**src/rtl/pyon_plot_pkg.sv**
```systemverilog
// pyon_plot_pkg: shared widths, colours, point-entry type and plotter state for the box plotter
package pyon_plot_pkg;
  localparam int X_W = 8;
  localparam int Y_W = 7;
  localparam int COLOUR_W = 3;
  localparam logic [COLOUR_W-1:0] COL_RED = 3'b100;
  localparam logic [COLOUR_W-1:0] COL_WHITE = 3'b111;
  localparam logic [COLOUR_W-1:0] COL_BLACK = 3'b000;
  typedef struct packed {
    logic [3:0] x_off;
    logic [Y_W-1:0] y;
  } point_t;
  typedef enum logic [1:0] {S_IDLE, S_LOAD, S_DRAW, S_DONE} state_t;
endpackage

```
**src/rtl/point_table.sv**
```systemverilog
// point_table: combinational index to {x_off, y} lookup of the per-lane track points
module point_table
  import pyon_plot_pkg::*;
#(
  parameter int NUM_POINTS = 33,
  parameter int IW = 6
) (
  input  logic [IW-1:0] idx,
  output point_t        entry
);
  localparam int N = 33;
  localparam logic [Y_W-1:0] Y_TAB [N] = '{
    7'd4, 7'd13, 7'd19, 7'd22, 7'd25, 7'd31, 7'd37, 7'd49, 7'd58, 7'd61, 7'd67,
    7'd76, 7'd82, 7'd85, 7'd88, 7'd94, 7'd97,
    7'd7, 7'd10, 7'd16, 7'd28, 7'd34, 7'd40, 7'd43, 7'd46, 7'd52, 7'd55,
    7'd64, 7'd70, 7'd73, 7'd79, 7'd91, 7'd100
  };
  always_comb begin
    entry = '0;
    if (32'(idx) < N && 32'(idx) < NUM_POINTS) begin
      entry.x_off = (32'(idx) >= 17) ? 4'd5 : 4'd0;
      entry.y = Y_TAB[idx];
    end
  end
endmodule

```
**src/rtl/box_sequence_plotter.sv**
```systemverilog
// box_sequence_plotter: walks a lane's point table and paints a clipped BOX_W x BOX_H block per point
module box_sequence_plotter
  import pyon_plot_pkg::*;
#(
  parameter int NUM_PLAYERS = 2,
  parameter int NUM_POINTS = 33,
  parameter int X_BASE = 38,
  parameter int PLAYER_PITCH = 80,
  parameter int BOX_W = 2,
  parameter int BOX_H = 2,
  parameter int SCREEN_W = 160,
  parameter int SCREEN_H = 120,
  localparam int PW = (NUM_PLAYERS > 1) ? $clog2(NUM_PLAYERS) : 1
) (
  input  logic                clk,
  input  logic                resetn,
  input  logic                start,
  input  logic [PW-1:0]       player,
  input  logic [COLOUR_W-1:0] colour_in,
  input  logic                stall,
  output logic                busy,
  output logic                done,
  output logic [X_W-1:0]      x,
  output logic [Y_W-1:0]      y,
  output logic [COLOUR_W-1:0] colour,
  output logic                plot
);
  localparam int IW = (NUM_POINTS > 1) ? $clog2(NUM_POINTS) : 1;
  state_t r_state;
  logic [IW-1:0] r_idx;
  logic [PW-1:0] r_player;
  logic [COLOUR_W-1:0] r_colour;
  logic [8:0] r_x0;
  logic [7:0] r_y0;
  logic [2:0] r_px, r_py;
  point_t w_entry;
  logic [8:0] w_x;
  logic [7:0] w_y;
  logic w_accept, w_step, w_clip, w_last_px, w_last_py, w_last_pt;
  point_table #(.NUM_POINTS(NUM_POINTS), .IW(IW)) u_table (.idx(r_idx), .entry(w_entry));
  assign w_x = r_x0 + 9'(r_px);
  assign w_y = r_y0 + 8'(r_py);
  assign w_accept = (r_state == S_IDLE) && start && (32'(player) < NUM_PLAYERS);
  assign w_step = (r_state == S_DRAW) && !stall;
  // Clipped pixels still consume a cycle so boxes truncate instead of wrapping.
  assign w_clip = (32'(w_x) >= SCREEN_W) || (32'(w_y) >= SCREEN_H);
  assign w_last_px = 32'(r_px) == BOX_W - 1;
  assign w_last_py = 32'(r_py) == BOX_H - 1;
  assign w_last_pt = 32'(r_idx) == NUM_POINTS - 1;
  assign busy = r_state != S_IDLE;
  assign done = r_state == S_DONE;
  assign plot = w_step && !w_clip;
  assign x = (r_state == S_DRAW) ? w_x[X_W-1:0] : '0;
  assign y = (r_state == S_DRAW) ? w_y[Y_W-1:0] : '0;
  assign colour = r_colour;
  always_ff @(posedge clk or negedge resetn) begin
    if (!resetn) begin
      r_state <= S_IDLE;
      r_idx <= '0;
      r_player <= '0;
      r_colour <= '0;
      r_x0 <= '0;
      r_y0 <= '0;
      r_px <= '0;
      r_py <= '0;
    end else begin
      case (r_state)
        S_IDLE: if (w_accept) begin
          r_state <= S_LOAD;
          r_idx <= '0;
          r_player <= player;
          r_colour <= colour_in;
        end
        S_LOAD: begin
          r_x0 <= 9'(X_BASE + PLAYER_PITCH * int'(r_player) + int'(w_entry.x_off));
          r_y0 <= 8'(w_entry.y);
          r_px <= '0;
          r_py <= '0;
          r_state <= S_DRAW;
        end
        S_DRAW: if (w_step) begin
          r_px <= w_last_px ? 3'd0 : r_px + 3'd1;
          if (w_last_px) r_py <= w_last_py ? 3'd0 : r_py + 3'd1;
          if (w_last_px && w_last_py) begin
            r_state <= w_last_pt ? S_DONE : S_LOAD;
            if (!w_last_pt) r_idx <= r_idx + 1'b1;
          end
        end
        default: r_state <= S_IDLE;
      endcase
    end
  end
endmodule

```
**config.mk**
```make
export PLATFORM = sky130hd
export DESIGN_NAME = box_sequence_plotter
export DESIGN_NICKNAME = d
export VERILOG_FILES = /design/src/rtl/pyon_plot_pkg.sv /design/src/rtl/point_table.sv /design/src/rtl/box_sequence_plotter.sv
export SDC_FILE = /design/constraint.sdc
export NUM_CORES = 1
export LEC_CHECK = 0
export ABC_AREA = 1
export BUFFER_PORTS_ARGS = -buffer_cell sky130_fd_sc_hd__buf_2
export CORE_AREA = 2 2 67 69
export CTS_CLUSTER_SIZE = 24
export DETAILED_ROUTE_END_ITERATION = 6
export DIE_AREA = 0 0 69 71
export GPL_ROUTABILITY_DRIVEN = 1
export PLACE_DENSITY = 0.75
export SLEW_MARGIN = 20
export SYNTH_ARGS = -nofsm -noshare
export SYNTH_HDL_FRONTEND = slang
export SYNTH_SLANG_ARGS = --single-unit
```
**constraint.sdc**
```tcl
create_clock -name clk -period 2.1 [get_ports clk]
set_input_delay 0.21 -clock clk [delete_from_list [all_inputs] [get_ports clk]]
set_output_delay 0.21 -clock clk [all_outputs]
set_load 0.01 [all_outputs]
```
==> metrics.yaml, run 1 <==
whs_path_depth: 2
yosysWarnings: 0
finalCritPeriodShare_pct: 98.74
p_leak_nw: 1.420
drv_slew: 0
most-common-layout-cells: "nand2_1 (88), nand3_1 (36), inv_1 (33)"
ys_ff_latch: 29
max_stage_delay_ns: 0.38
finalSetupViolations: 0
wl_per_cell_um: 12.82
wirelength_um: 5371
drt_first_iter_violations: 109
diodes: 0
gp_congestion: 0.9034
cts_buffer_depth: 2
drc: 0
final_cells: 419
rsz0062_at_grt: "true"
finClkSkew_ns: 0.004111
yosys.area.top_type: "dfrtp_1"
ys_seq_area_share_pct: 32.69
synth_top_cell_area_share_pct: 32.69
dp_hpwl_um: 3816
numCtsBuffers: 5
synthArstFlopShare_pct: 100.0
grt_max_degree: 30
synthTopCellsByArea: "dfrtp_1 (33%), nand2_1 (15%), nand3_1 (8.8%)"
critical_path.slowest_cell: "dfrtp_1"
critPathCaptureType: "primary output"
synth_edf_count: 0
crit_type: "reg -> out"
post_dp_cell_area_sq_mm: 0.002437
clkTransAtPathRegs_ns: 0.06
portBuffers: 28
track_usage_pct: 22.71
layout_commonest_cell: "nand2_1"
post-route-cell-area_sq_mm: 0.002699
syn_to_final_growth_pct: 21.59
die_area_sq_mm: 0.004899
core_sq_mm: 0.004204
critPathArrivalTime_ns: 1.86
grt_pass1_vias: 2064
routed_via_density: 5.341
ios: 29
die_w_um: 69
ant_nets: 0
cp.required_ns: 1.89
fp-row-count: 24
max_cap_violations: 0
fmax_ghz: 0.4823
outcome: "completed"
worst_pin_slew_ns: 0.6593
vias: 2238
first_pass_iters: 4
cp_cell_sequence: "ha_2 -> fa_2 -> nand2_2 -> inv_2 -> o21ai_4 -> o21ai_1 -> a21oi_1 -> buf_2"
power_density_mw_per_mm2: 1170
clock-sinks: 29
placed_cells: 400
grt-ovfl-total: 0
finish.utilization_pct: 64.20
hold_viol_final: 0
antenna_found_initial: 0
ctsHtreeMaxLevel: 2
layout_setup_ws_ns: 0.02649
cts_tree: "done"
clock_latency_ns: 0.29
syn_nets: 344
relSlewSlack_pct: 56.05
min_period_ns: 2.074
dpl_worst_slack_ns: 0.02241
min_path_type: "in -> reg"
synth.distinct_cells: 33
cts-root-buf: "clkbuf_8"
synthCells: 321
syn_area_per_cell_sq_um: 6.915
start_util_pct: 52.80
ys.flop_type: "dfrtp_1"
die_y_um: 71
drive_above_1_share_pct: 22.89
fin_nets: 389
syn_area_sq_mm: 0.002220
r2r_cells: 8
cp_max_fo: 4
start_kind: "register"
ir_drop_mv: 0.5592
grt_pass1_wl_um: 9114
tns_ns: 0
==> area by class of cell <==
class                      count  area [sq um]
fill                         373          1505
multi-input combinational    244          1368
sequential                    29         725.7
timing repair buffer          45         270.3
inverter                      41         153.9
clock buffer                   7         86.33
tap                           52         65.06
clock inverter                 1         30.03
==> final timing paths <==
kind,start,to,slack (ns)
max in group asynchronous,resetn,r_idx[1],1.18
hold / removal,colour_in[2],colour[2],0.15
min in group asynchronous,resetn,r_x0[6],0.49
hold reg to reg,r_y0[2],r_y0[2],0.49
setup / recovery,r_px[0],x[4],0.03
setup reg to reg,r_idx[1],r_idx[4],0.32
==> sequential cells by signal (all words and copies together) (netlist names) <==
register,cells
r_idx,6
r_py,3
r_player,1
r_state,2
r_y0,7
r_px,3
r_x0,4
colour,3
==> cell usage after synthesis (4+ instances only) <==
master	number
a21oi_1	13
buf_2	4
dfrtp_1	29
ha_1	13
inv_1	36
nand2_1	90
nand3_1	39
nor2_1	26
o211ai_1	4
o21ai_0	24
xor2_1	4
==> logic make-up after synthesis <==
logic type | share of synthesized area (%)
AND/OR/NAND/NOR | 34.78
AO/OA/AOI/OAI | 11.89
adder cells (fa/ha/maj) | 9.132
XOR/XNOR | 1.578
multiplexers | 1.522
buffers and inverters | 8.399
flip-flops | 32.69
==> what timing repair did <==
action	in CTS	in global routing
pin swaps	4	6
endpoints found under the hold margin	29	0
setup buffers	5	5
setup endpoints to repair	4	6
cloned	0	0
hold buffers	1	0
gates resized for setup	9	10
==> metrics by stage <==
stage | total power [mW] | hold slack [ns]
after floorplan | 1.930 | -0.08559
after global placement | 2.370 | 0.2675
after detailed placement | 2.387 | 0.2735
after CTS | 3.070 | 0.1507
after global routing | 3.435 | 0.1549
final | 3.157 | 0.1513
==> layer usage <==
metal | share of wire, % | up-vias | global-route usage [%]
met5 | 0 | - | 0
met1 | 44 | 1024 | 28.87
li1 | - | 1136 | -
met3 | 4.8 | 13 | 3.846
met2 | 49 | 65 | 38.46
met4 | 1.8 | 0 | 9.586
==> power by group <==
group	leakage, nW	switching, mW	total (mW)	internal [mW]
Combinational	0.988	1.01	1.66	0.656
Sequential	0.373	0.152	0.887	0.735
Clock	0.0585	0.219	0.606	0.386
Total	1.42	1.38	3.16	1.78
==> worst max-delay path: cells and delay by family, from the launching register on <==
family                     cells  cell delay, ns
and+or+nand+nor                1            0.07
buffers and inverters          2            0.19
AOI/OAI and AO/OA              3            0.37
DFF                            1            0.38
adders and majority gates      2            0.58
No activity file was read; power rests on OpenSTA's default activity.
==> inputs of run 2 (changes only) <==
--- a/config.mk
+++ b/config.mk
@@ -12,7 +12,8 @@
 export DETAILED_ROUTE_END_ITERATION = 6
 export DIE_AREA = 0 0 69 71
 export GPL_ROUTABILITY_DRIVEN = 1
-export PLACE_DENSITY = 0.75
+export PLACE_DENSITY = 0.8
+export SKIP_LAST_GASP = 1
 export SLEW_MARGIN = 20
 export SYNTH_ARGS = -nofsm -noshare
 export SYNTH_HDL_FRONTEND = slang
==> metrics.yaml, run 2 (synthesis results as in run 1) <==
most-common-layout-cells: "nand2_1 (87), nand3_1 (34), inv_1 (33)"
grt-ovfl-total: 0
routed_via_density: 5.430
max_cap_violations: 0
clock-sinks: 29
gp_congestion: 0.9168
post-route-cell-area_sq_mm: 0.002691
die_area_sq_mm: 0.004899
cts_buffer_depth: 2
first_pass_iters: 4
ios: 29
die_y_um: 71
grt_max_degree: 30
min_period_ns: 2.121
fin_nets: 391
numCtsBuffers: 5
drt_first_iter_violations: 191
max_stage_delay_ns: 0.39
critPathCaptureType: "primary output"
syn_to_final_growth_pct: 21.25
regMostFlops: "r_y0"
ctsHtreeMaxLevel: 2
grt_pass1_vias: 2138
drive_above_1_share_pct: 24.66
vias: 2286
largest_reg_flops: 7
violations: "negative setup slack"
portBuffers: 28
p_leak_nw: 1.417
die_w_um: 69
ir_drop_mv: 0.8050
dp_hpwl_um: 3923
cp.buffers_inverters: 3
r2r_cells: 8
wl_per_cell_um: 13.11
grt_pass1_wl_um: 9294
track_usage_pct: 22.95
finClkSkew_ns: 0.004930
drc: 0
fmax_ghz: 0.4715
rsz0062_at_grt: "true"
wirelength_um: 5519
total_power_mw: 3.063
whs_path_depth: 2
cp_max_fo: 4
cp.depth: 9
core_sq_mm: 0.004204
critPathArrivalTime_ns: 1.91
clock_latency_ns: 0.28
cp_cell_sequence: "ha_2 -> fa_2 -> nand2_2 -> inv_2 -> o21ai_1 -> buf_4 -> o21ai_4 -> a21oi_2 -> buf_2"
start_util_pct: 52.80
hold_viol_final: 0
crit_type: "reg -> out"
fp-row-count: 24
crit_family: "adder cells"
min_path_type: "in -> reg"
hold-worst-slack_ns: 0.1568
cts-root-buf: "clkbuf_8"
top_regs: "r_y0: 7 flops, r_idx: 6 flops, r_x0: 4 flops"
power_density_mw_per_mm2: 1138
fillCellCount: 373
drv_slew: 0
layout_setup_ws_ns: -0.02084
critical_path.slowest_cell: "dfrtp_1"
clkTransAtPathRegs_ns: 0.07
cts_tree: "done"
post_dp_cell_area_sq_mm: 0.002452
relSlewSlack_pct: 56.20
diodes: 0
cp.required_ns: 1.89
worst_pin_slew_ns: 0.6571
antenna_found_initial: 0
start_kind: "register"
ant_nets: 0
finalCritPeriodShare_pct: 101.0
outcome: "finished with violations"
layout_commonest_cell: "nand2_1"
finalSetupViolations: 3
## run 2: cell types whose count changed in the layout (fill, tap and decap cells not counted), sizes merged
cell / change
clkinv: +2
clkinvlp: +1
clkbuf: -2
bufinv: -1
buf: +2
## run 2: path summary, 6_finish.rpt
path | from | endpoint | slack [ns]
max in group asynchronous | resetn | r_idx[1] | 1.17
max reg2reg | r_idx[1] | r_idx[4] | 0.28
min in group asynchronous | resetn | r_x0[5] | 0.50
min reg2reg | colour[1] | colour[1] | 0.50
max | r_x0[3] | x[4] | -0.02
min | colour_in[2] | colour[2] | 0.16
## run 2: power breakdown
part           switching, mW  internal (mW)
sequential             0.151          0.735
clock                  0.232          0.228
combinational           1.04          0.673
total                   1.43           1.64
## run 2: worst reg2reg max path: stages, from the launching register on
cell and delay, ns:
dfrtp_1 0.50, inv_1 0.16, ha_1 0.23, nand3_1 0.18, nor3_2 0.16, nand2_1 0.23, nand2_4 0.18, nand2_1 0.06
nand2_1 0.07
## run 2: stage by stage
step           cells  util (%)  setup WS, ns  setup TNS (ns)
6_report         421     64.02      -0.02084        -0.02909
5_1_grt          421     64.02       -0.1207         -0.3718
4_1_cts          417     62.11      -0.03669        -0.05537
3_5_place_dp     402     58.33       0.09397               0
3_3_place_gp     402     58.33        0.1966               0
2_1_floorplan    321         -        0.1794               0
## run 2: timing repair
item | in CTS | in global routing
pin swaps | 5 | 7
endpoints found under the setup margin | 4 | 6
resized for setup | 9 | 14
buffers inserted | 6 | 4
endpoints found under the hold margin | 29 | 0
hold buffers | 1 | 0
## run 2: layout make-up
class / count / area (sq um) / share of cell area, %
Clock buffer: 5 / 68.82 / 2.557
Clock inverter: 3 / 17.52 / 0.6509
Inverter: 41 / 153.9 / 5.718
Multi-Input combinational cell: 244 / 1375 / 51.09
Sequential cell: 29 / 725.7 / 26.96
Tap cell: 52 / 65.06 / 2.417
Timing Repair Buffer: 47 / 285.3 / 10.60
## run 2: metal layers
metal | up-vias | share of wire (%) | wire (um) | GRT usage [%]
met5 | - | 0 | 0 | 0
li1 | 1138 | - | - | -
met1 | 1071 | 44 | 2452 | 29.60
met4 | 0 | 0.56 | 31 | 5.882
met2 | 73 | 50 | 2772 | 40.06
met3 | 4 | 4.7 | 262 | 4.131
==> inputs of run 3 (changes only) <==
--- a/config.mk
+++ b/config.mk
@@ -5,12 +5,11 @@
 export SDC_FILE = /design/constraint.sdc
 export NUM_CORES = 1
 export LEC_CHECK = 0
-export ABC_AREA = 1
 export BUFFER_PORTS_ARGS = -buffer_cell sky130_fd_sc_hd__buf_2
-export CORE_AREA = 2 2 67 69
+export CORE_AREA = 2 2 68 70
 export CTS_CLUSTER_SIZE = 24
 export DETAILED_ROUTE_END_ITERATION = 6
-export DIE_AREA = 0 0 69 71
+export DIE_AREA = 0 0 70 72
 export GPL_ROUTABILITY_DRIVEN = 1
 export PLACE_DENSITY = 0.8
 export SKIP_LAST_GASP = 1
==> metrics.yaml, run 3 <==
outcome: "finished with violations"
violations: "negative setup slack"
drc: 0
syn_to_final_growth_pct: 22.37
p_leak_nw: 1.250
r2r-start: "r_px[1]"
fmax_ghz: 0.4556
ys_ff_latch: 29
cp.required_ns: 1.89
fin_nets: 332
yosys.area.top_type: "dfrtp_1"
post_dp_cell_area_sq_mm: 0.002621
synthArstFlopShare_pct: 100.0
ir_drop_mv: 0.8019
min_from: "colour_in[2]"
synth_common_cells: "dfrtp_1 (29), nand2_1 (26), nor2_1 (24)"
cp_max_fo: 7
rsz0062_at_grt: "true"
finalCritPeriodShare_pct: 104.5
dp_hpwl_um: 3939
clock-sinks: 29
critPathArrivalTime_ns: 1.98
drt_first_iter_violations: 112
fp-row-count: 24
hold_end: "colour[2]"
critPathCaptureType: "primary output"
synth_edf_count: 0
critical_path.slowest_cell: "or4_4"
ios: 29
largest_reg_flops: 7
cp.depth: 6
cp_cell_sequence: "ha_4 -> nand2b_1 -> or4_4 -> a21oi_2 -> a311oi_1 -> buf_2"
grt_max_degree: 30
die_w_um: 70
final_cells: 362
yosysMostFrequentCell: "dfrtp_1"
gp_congestion: 0.9418
whs_path_depth: 2
syn_area_per_cell_sq_um: 8.849
max_stage_delay_ns: 0.51
worst_pin_slew_ns: 0.6315
layout_setup_ws_ns: -0.09474
finalSetupViolations: 3
ys.flop_type: "dfrtp_1"
first_pass_iters: 4
die_area_sq_mm: 0.005040
cts_tree: "done"
relSlewSlack_pct: 57.90
clock_latency_ns: 0.28
hold-worst-slack_ns: 0.1576
syn_area_sq_mm: 0.002310
portBuffers: 28
crit_family: "simple AND/OR/NAND/NOR gates"
r2r_cells: 5
ctsHtreeMaxLevel: 2
track_usage_pct: 22.42
synth_top_cell_area_share_pct: 31.42
diodes: 0
r2r_end: "r_idx[0]"
synthTopCellsByArea: "dfrtp_1 (31%), ha_1 (7.0%), nand2_1 (4.2%)"
hold_viol_final: 0
most-common-layout-cells: "buf_2 (28), dfrtp_1 (27), buf_4 (26)"
core_sq_mm: 0.004264
total_power_mw: 2.745
finClkSkew_ns: 0.005283
antenna_found_initial: 0
clkTransAtPathRegs_ns: 0.07
grt-ovfl-total: 0
drive_above_1_share_pct: 31.61
start_util_pct: 54.17
synth.distinct_cells: 59
crit_type: "reg -> out"
power_density_mw_per_mm2: 971.3
min_path_type: "in -> reg"
layout_commonest_cell: "buf_2"
ys_seq_area_share_pct: 31.42
wirelength_um: 5530
routed_via_density: 5.931
max_cap_violations: 0
yosysWarnings: 0
start_kind: "register"
ff2ff_setup_slack_ns: 0.12
min_period_ns: 2.195
grt_pass1_wl_um: 8997
cts_buffer_depth: 2
synthCells: 261
regMostFlops: "r_y0"
numCtsBuffers: 5
cts-root-buf: "clkbuf_8"
die_y_um: 72
vias: 2147
syn_nets: 284
placed_cells: 349
ant_nets: 0
grt_pass1_vias: 1970
top_regs: "r_y0: 7 flops, r_idx: 6 flops, r_x0: 4 flops"
cp.buffers_inverters: 1
post-route-cell-area_sq_mm: 0.002826
drv_slew: 0
wl_per_cell_um: 15.28
## run 3: cell count changes in the layout (fill, tap and decap cells not counted), moves of 6 or more
cell / change
buf_4: +8
nand3_1: -28
nor2b_1: +7
and2_1: +6
inv_1: -23
o21ai_0: -12
nand2_1: -62
## run 3: routing by layer
metal / vias to the layer above / GRT usage (%) / wire (um)
li1: 1055 / - / -
met1: 1030 / 29.27 / 2517
met3: 5 / 4.583 / 219
met5: - / 0 / 0
met2: 57 / 37.88 / 2733
met4: 0 / 7.051 / 60
## run 3: area by class of cell
cell class                      instances  area [sq um]
Clock inverter                          3         17.52
Timing Repair Buffer                   55         345.3
Clock buffer                            5         68.82
Tap cell                               52         65.06
Fill cell                             356          1438
Sequential cell                        29         728.2
Inverter                               11         41.29
Multi-Input combinational cell        207          1560
## run 3: where the power goes
part,switching (mW),internal [mW]
clock,0.219,0.228
sequential,0.179,0.713
combinational,0.752,0.654
total,1.15,1.59
## run 3: worst max-delay path by stage
stage                     startpoint       end  slack, ns
after floorplan             r_idx[1]  r_idx[0]       0.04
after global placement       r_y0[0]      plot       0.11
after detailed placement     r_y0[0]      plot       0.07
after CTS                    r_py[0]      plot      -0.14
after global routing         r_py[2]      plot      -0.18
final                        r_py[2]      plot      -0.09
## run 3: through the flow
stage | worst slack, ns | TNS [ns] | utilization, %
6_report | -0.09474 | -0.1099 | 66.29
5_1_grt | -0.1778 | -0.6608 | 66.29
4_1_cts | -0.1410 | -0.3259 | 64.64
3_5_place_dp | 0.07371 | 0 | 61.47
3_3_place_gp | 0.1111 | 0 | 61.47
2_1_floorplan | 0.03966 | 0 | -
## run 3: cells by family (layout without fill, tap and decap cells)
group | after synthesis | count (layout) | synth area share (%)
buf+inv | 25 | 74 | 4.333
flops | 29 | 29 | 31.42
xor+xnor | 7 | 7 | 2.654
fa+ha+maj | 15 | 15 | 8.776
simple gates | 100 | 100 | 23.46
mux | 14 | 14 | 8.072
compound gates | 71 | 71 | 21.29
## run 3: what timing repair did
action / in CTS / in global routing
pin swaps: 5 / 8
gates resized for setup: 8 / 12
endpoints found under the setup margin: 6 / 9
endpoints found under the hold margin: 29 / 0
buffers inserted: 2 / 2
hold buffers: 1 / 0
